--- src/rtl/bcd_comparator_4digits.sv ---
// bcd_comparator_4digits
// Registered magnitude comparator for two 4-digit packed-BCD operands.
// The digits are scanned from the most significant down, and the first digit
// pair that differs decides the result. Any nibble above 9 raises bcd_err. The
// compare still runs on the raw nibble values, so the result stays
// deterministic when bcd_err is set.

module bcd_comparator_4digits (
  input  logic        clk,
  input  logic        rst,
  input  logic        in_valid,
  input  logic [15:0] a,
  input  logic [15:0] b,
  output logic        out_valid,
  output logic        a_ge_b,
  output logic        a_gt_b,
  output logic        a_eq_b,
  output logic        bcd_err
);

  logic [3:0] a_dig [4];
  logic [3:0] b_dig [4];
  logic       gt_next;
  logic       eq_next;
  logic       err_next;
  logic       decided;

  // split both operands into their four digits
  always_comb begin
    for (int i = 0; i < 4; i++) begin
      a_dig[i] = a[i*4 +: 4];
      b_dig[i] = b[i*4 +: 4];
    end
  end

  // MSD-first scan: the first differing digit pair fixes gt; no difference means eq
  always_comb begin
    gt_next = 1'b0;
    decided = 1'b0;
    for (int i = 3; i >= 0; i--) begin
      if (!decided && (a_dig[i] != b_dig[i])) begin
        gt_next = (a_dig[i] > b_dig[i]);
        decided = 1'b1;
      end
    end
    eq_next = ~decided;
  end

  // flag any nibble in the range 0xA..0xF on either operand
  always_comb begin
    err_next = 1'b0;
    for (int i = 0; i < 4; i++) begin
      if ((a_dig[i] > 4'd9) || (b_dig[i] > 4'd9)) begin
        err_next = 1'b1;
      end
    end
  end

  // result registers: reset clears everything; idle cycles drop out_valid and hold results
  always_ff @(posedge clk) begin
    if (rst) begin
      out_valid <= 1'b0;
      a_ge_b    <= 1'b0;
      a_gt_b    <= 1'b0;
      a_eq_b    <= 1'b0;
      bcd_err   <= 1'b0;
    end else begin
      out_valid <= in_valid;
      if (in_valid) begin
        a_gt_b  <= gt_next;
        a_eq_b  <= eq_next;
        a_ge_b  <= gt_next | eq_next;
        bcd_err <= err_next;
      end
    end
  end

endmodule

--- config.mk ---
export PLATFORM = sky130hd
export DESIGN_NAME = bcd_comparator_4digits
export DESIGN_NICKNAME = d
export VERILOG_FILES = /design/src/rtl/bcd_comparator_4digits.sv
export SDC_FILE = /design/constraint.sdc
export NUM_CORES = 1
export LEC_CHECK = 0
export BUFFER_PORTS_ARGS = -buffer_cell sky130_fd_sc_hd__buf_2
export CAP_MARGIN = 20
export CORE_MARGIN = 10
export CORE_UTILIZATION = 42
export CTS_CLUSTER_DIAMETER = 50
export DETAILED_ROUTE_END_ITERATION = 12
export GPL_TIMING_DRIVEN = 0
export MAX_ROUTING_LAYER = met4
export PLACE_DENSITY = 0.82
export SLEW_MARGIN = 20
export SYNTH_ARGS = -nofsm -noshare
export SYNTH_HDL_FRONTEND = slang
export SYNTH_SLANG_ARGS = --single-unit
--- constraint.sdc ---
create_clock -name clk -period 1.6 [get_ports clk]
set_input_delay 0.24 -clock clk [delete_from_list [all_inputs] [get_ports clk]]
set_output_delay 0.24 -clock clk [all_outputs]
set_load 0.02 [all_outputs]
Yosys cells after proc, flatten, opt, wreduce, memory -nomap -nowiden --
Cells that the tools add are included.
Storage, ports and cells: output and inout port bits 5, register bits 5, word-level logic and storage cells 45, input bits 35
Cells by class: bitwise logic cells 2, reduce and logical (&&, ||, !) cells 10, equality and inequality tests 4, magnitude comparators 12, multiplexer cells 12
Operator list (count):
- 4-bit greater-than comparator, second input constant | 8
- 4-bit greater-than comparator | 4
- 4-bit inequality test | 4
- 1-bit 2-to-1 mux | 12
- 1-bit logical OR | 4
- 1-bit logical AND | 3
- 1-bit zero test | 3
- 1-bit inverter | 1
- 1-bit bitwise OR | 1

Logic depth before layout (Yosys ltp) --
depth in word-level cells 13, depth in mapped cells 7, mapped depth without buffers 7

Worst setup path after synthesis --
No wires, ideal clock.
path type input port to flip-flop, from input b[10], to register a_gt_b, path slack 0.182 ns, library setup time 0.135 ns, arrival 1.283 ns, buffers on the path 0, stages on the path 7, cell sequence inv_1 -> ha_1 -> a21o_1 -> a221oi_2 -> a31oi_1 -> o22ai_1 -> o32ai_1
On the way: word-level cells in the longest chain between the ends 9
RTL lines:
- start: declaration | RTL line 13 | input logic [15:0] b,
- 4-bit inequality test | RTL line 41 | if (!decided && (a_dig[i] != b_dig[i])) begin
- 1-bit logical AND | RTL line 41
- 1-bit 2-to-1 mux | RTL line 41
- 1-bit zero test | RTL line 41
- 1-bit logical AND | RTL line 41
- 1-bit 2-to-1 mux | RTL line 41
- 1-bit zero test | RTL line 41
- 1-bit logical AND | RTL line 41
- 1-bit 2-to-1 mux (*) | RTL line 41
- end signal: assignment | RTL line 70 | a_gt_b <= gt_next;
- end: declaration | RTL line 16 | output logic a_gt_b,
Every way passes the cells marked *; elsewhere a longest branch is shown, timed or not. A chain may end at the register's enable or synchronous reset.

Worst setup path after layout --
from input a[10], to register a_gt_b
On the way: word-level cells in the longest chain between the ends 9
RTL lines:
- start: declaration | RTL line 12 | input logic [15:0] a,
- 4-bit inequality test | RTL line 41
- 1-bit logical AND | RTL line 41
- 1-bit 2-to-1 mux | RTL line 41
- 1-bit zero test | RTL line 41
- 1-bit logical AND | RTL line 41
- 1-bit 2-to-1 mux | RTL line 41
- 1-bit zero test | RTL line 41
- 1-bit logical AND | RTL line 41
- 1-bit 2-to-1 mux (*) | RTL line 41
Marked as above.

==> run summary <==
Non-Filler Instances -> 145
Die W -> 59.3 microns
clock sinks -> 5
asr flop ratio synth -> 0
GRT Total Usage -> 0.0957
TritonCTS clock tree -> yes
synth warn -> 0
clock tree buffer depth -> 2
unrepaired setup endpoints after global routing -> false
crit path kind -> input pin to flop
Tmin final -> 1.37 ns
clock slew at reported path FFs -> 0.04 ns
number of buffers created by CTS -> 3
status -> completed
post-DP HPWL -> 1610 microns
Port Buffers -> 39
fraction of layout cells with a size suffix above 1 -> 0.341
Yosys reg bits -> 5
Pre-antenna DRT Iters -> 4
clock root cell -> clkbuf_4
Top Layer Used -> met3
Initial Util -> 0.435
number of placement rows -> 14
Tot Pwr -> 0.466 mW
worst skew pair latency -> 0.24 ns
Hold Violations, Final -> 0
Vias -> 756
Synth cell types -> 24
met2 routed WL -> 854 microns
post-route ant nets -> 0
vias per cell -> 5.21
final net count -> 181
Final Setup Violations -> 0
Post-synth EDFFs -> 0
Die Ht -> 59.3 microns
Cell Count Post-Placement -> 141
mean post-synth cell area -> 7.54 sq um
CP startpoint kind -> input pin
largest net degree at the start of global routing -> 6
# DRC -> 0
Iteration-0 DRC Markers -> 8
FMAX -> 0.728 GHz
die area -> 3510 sq um
leading cell types in the layout, fill and taps excluded -> buf_2 (39), inv_1 (20), ha_1 (16)
per-cell routed wire length -> 11.6 microns
hold buffers post-CTS -> 0
syn nets -> 137
area delta synth->final -> 37.3%
Worst slew margin -> 0.803
CP Capture Type -> flop
CTS H-Tree Depth -> 1
Detailed Route WL -> 1680 microns
top_reg_cell synth -> dfxtp_1
vias in the first global route -> 740
Final Hold Slack -> 0.228 ns
antenna violations before repair -> 0
Critical Path RT -> 1.71 ns
diodes inserted -> 0
Worst Hold Class -> input pin to flop
first-pass GRT wire length -> 2750 microns
Post-CTS Setup Inserts -> 0
routed wire length on met3 -> 144 microns
Post-Syn Area -> 648 sq um
static leakage -> 0.522 nW
CP Data Arrival Time -> 1.48 ns
PwrDens -> 524 nW/um^2
Max Clock Skew -> 0 ns
commonest non-fill, non-tap cell in the layout -> buf_2
GPL Wtd Cong -> 0.849
register area share after synthesis -> 0.154
total gr overflow -> 0
Peak VDD IR -> 175 uV
CTS-repair resized insts -> 0
final worst-path cycle share -> 0.858
routed length on met1 -> 681 microns
Worst-Margin Slew -> 0.293 ns
Slew Viols, Final -> 0
Ports -> 40
total negative slack -> 0 ns
Max Cap Viol -> 0
core area -> 1490 sq um
cell count after synthesis -> 86
critical path fanouts, max -> 3
==> metal layers <==
layer	vias up	track usage
met2	29	0.168
met4	0	0.0393
met1	330	0.0983
li1	397	-
met5	-	-
met3	0	0.0236
==> kinds of logic after synthesis <==
family                   after synthesis  synth area share
AND/OR/NAND/NOR                       20             0.166
buffers and inverters                 20             0.116
AO/OA/AOI/OAI                         25             0.255
adder cells (fa/ha/maj)               16             0.309
flip-flops                             5             0.154
==> cell usage after synthesis (all sizes together) (2+ instances only) <==
library cell | instances | area share
o22ai | 2 | 0.019
nand3 | 3 | 0.023
nor2 | 5 | 0.029
inv | 20 | 0.12
a221oi | 2 | 0.037
nor2b | 2 | 0.019
nand2b | 2 | 0.019
a21o | 2 | 0.023
and3 | 2 | 0.021
o21ai | 8 | 0.062
nand4 | 5 | 0.048
a21oi | 4 | 0.031
ha | 16 | 0.31
dfxtp | 5 | 0.15
==> layout make-up <==
cell class	instances	area [sq um]
Fill cell	148	599
Sequential cell	5	100
Inverter	20	75.1
Clock buffer	4	26.3
Multi-Input combinational cell	61	473
Tap cell	16	20.0
Timing Repair Buffer	39	195
==> sequential cells by signal, indices dropped and copies added (netlist names) <==
| register | cells |
|---|---|
| bcd_err | 1 |
| a_ge_b | 1 |
| out_valid | 1 |
| a_eq_b | 1 |
| a_gt_b | 1 |
==> stage by stage <==
step                      utilization  area, sq um  setup WS, ns
after CTS                       0.597          890         0.214
after global routing            0.597          890         0.137
after global placement          0.580          863       -0.0121
after floorplan                     -          648         0.182
after detailed placement        0.580          863       -0.0337
final                           0.597          890         0.227
==> path summary, 6_finish.rpt <==
| kind | start | end | slack (ns) | depth (start not counted) |
|---|---|---|---|---|
| setup / recovery | a[10] | a_gt_b$_SDFFE_PP0P_ | 0.23 | 7 |
| hold / removal | rst | a_eq_b$_SDFFE_PP0P_ | 0.23 | 2 |
| setup reg to reg | a_ge_b$_SDFFE_PP0P_ | a_ge_b$_SDFFE_PP0P_ | 0.91 | 2 |
| hold reg to reg | a_gt_b$_SDFFE_PP0P_ | a_gt_b$_SDFFE_PP0P_ | 0.47 | 2 |
==> critical path, stage by stage <==
cell and delay (ns):
buf_2 0.11, ha_1 0.31, a21o_1 0.20, a221oi_2 0.26, a31oi_1 0.06, o22ai_1 0.20
o32ai_1 0.10
==> where the power goes <==
group / switching, mW / leakage (nW) / total (mW) / internal (mW)
combinational: 0.0929 / 0.466 / 0.185 / 0.0923
clock: 0.0516 / 0.0150 / 0.146 / 0.0943
sequential: 0.00287 / 0.0412 / 0.135 / 0.133
Note: power is estimated with default switching activity, not from simulation.
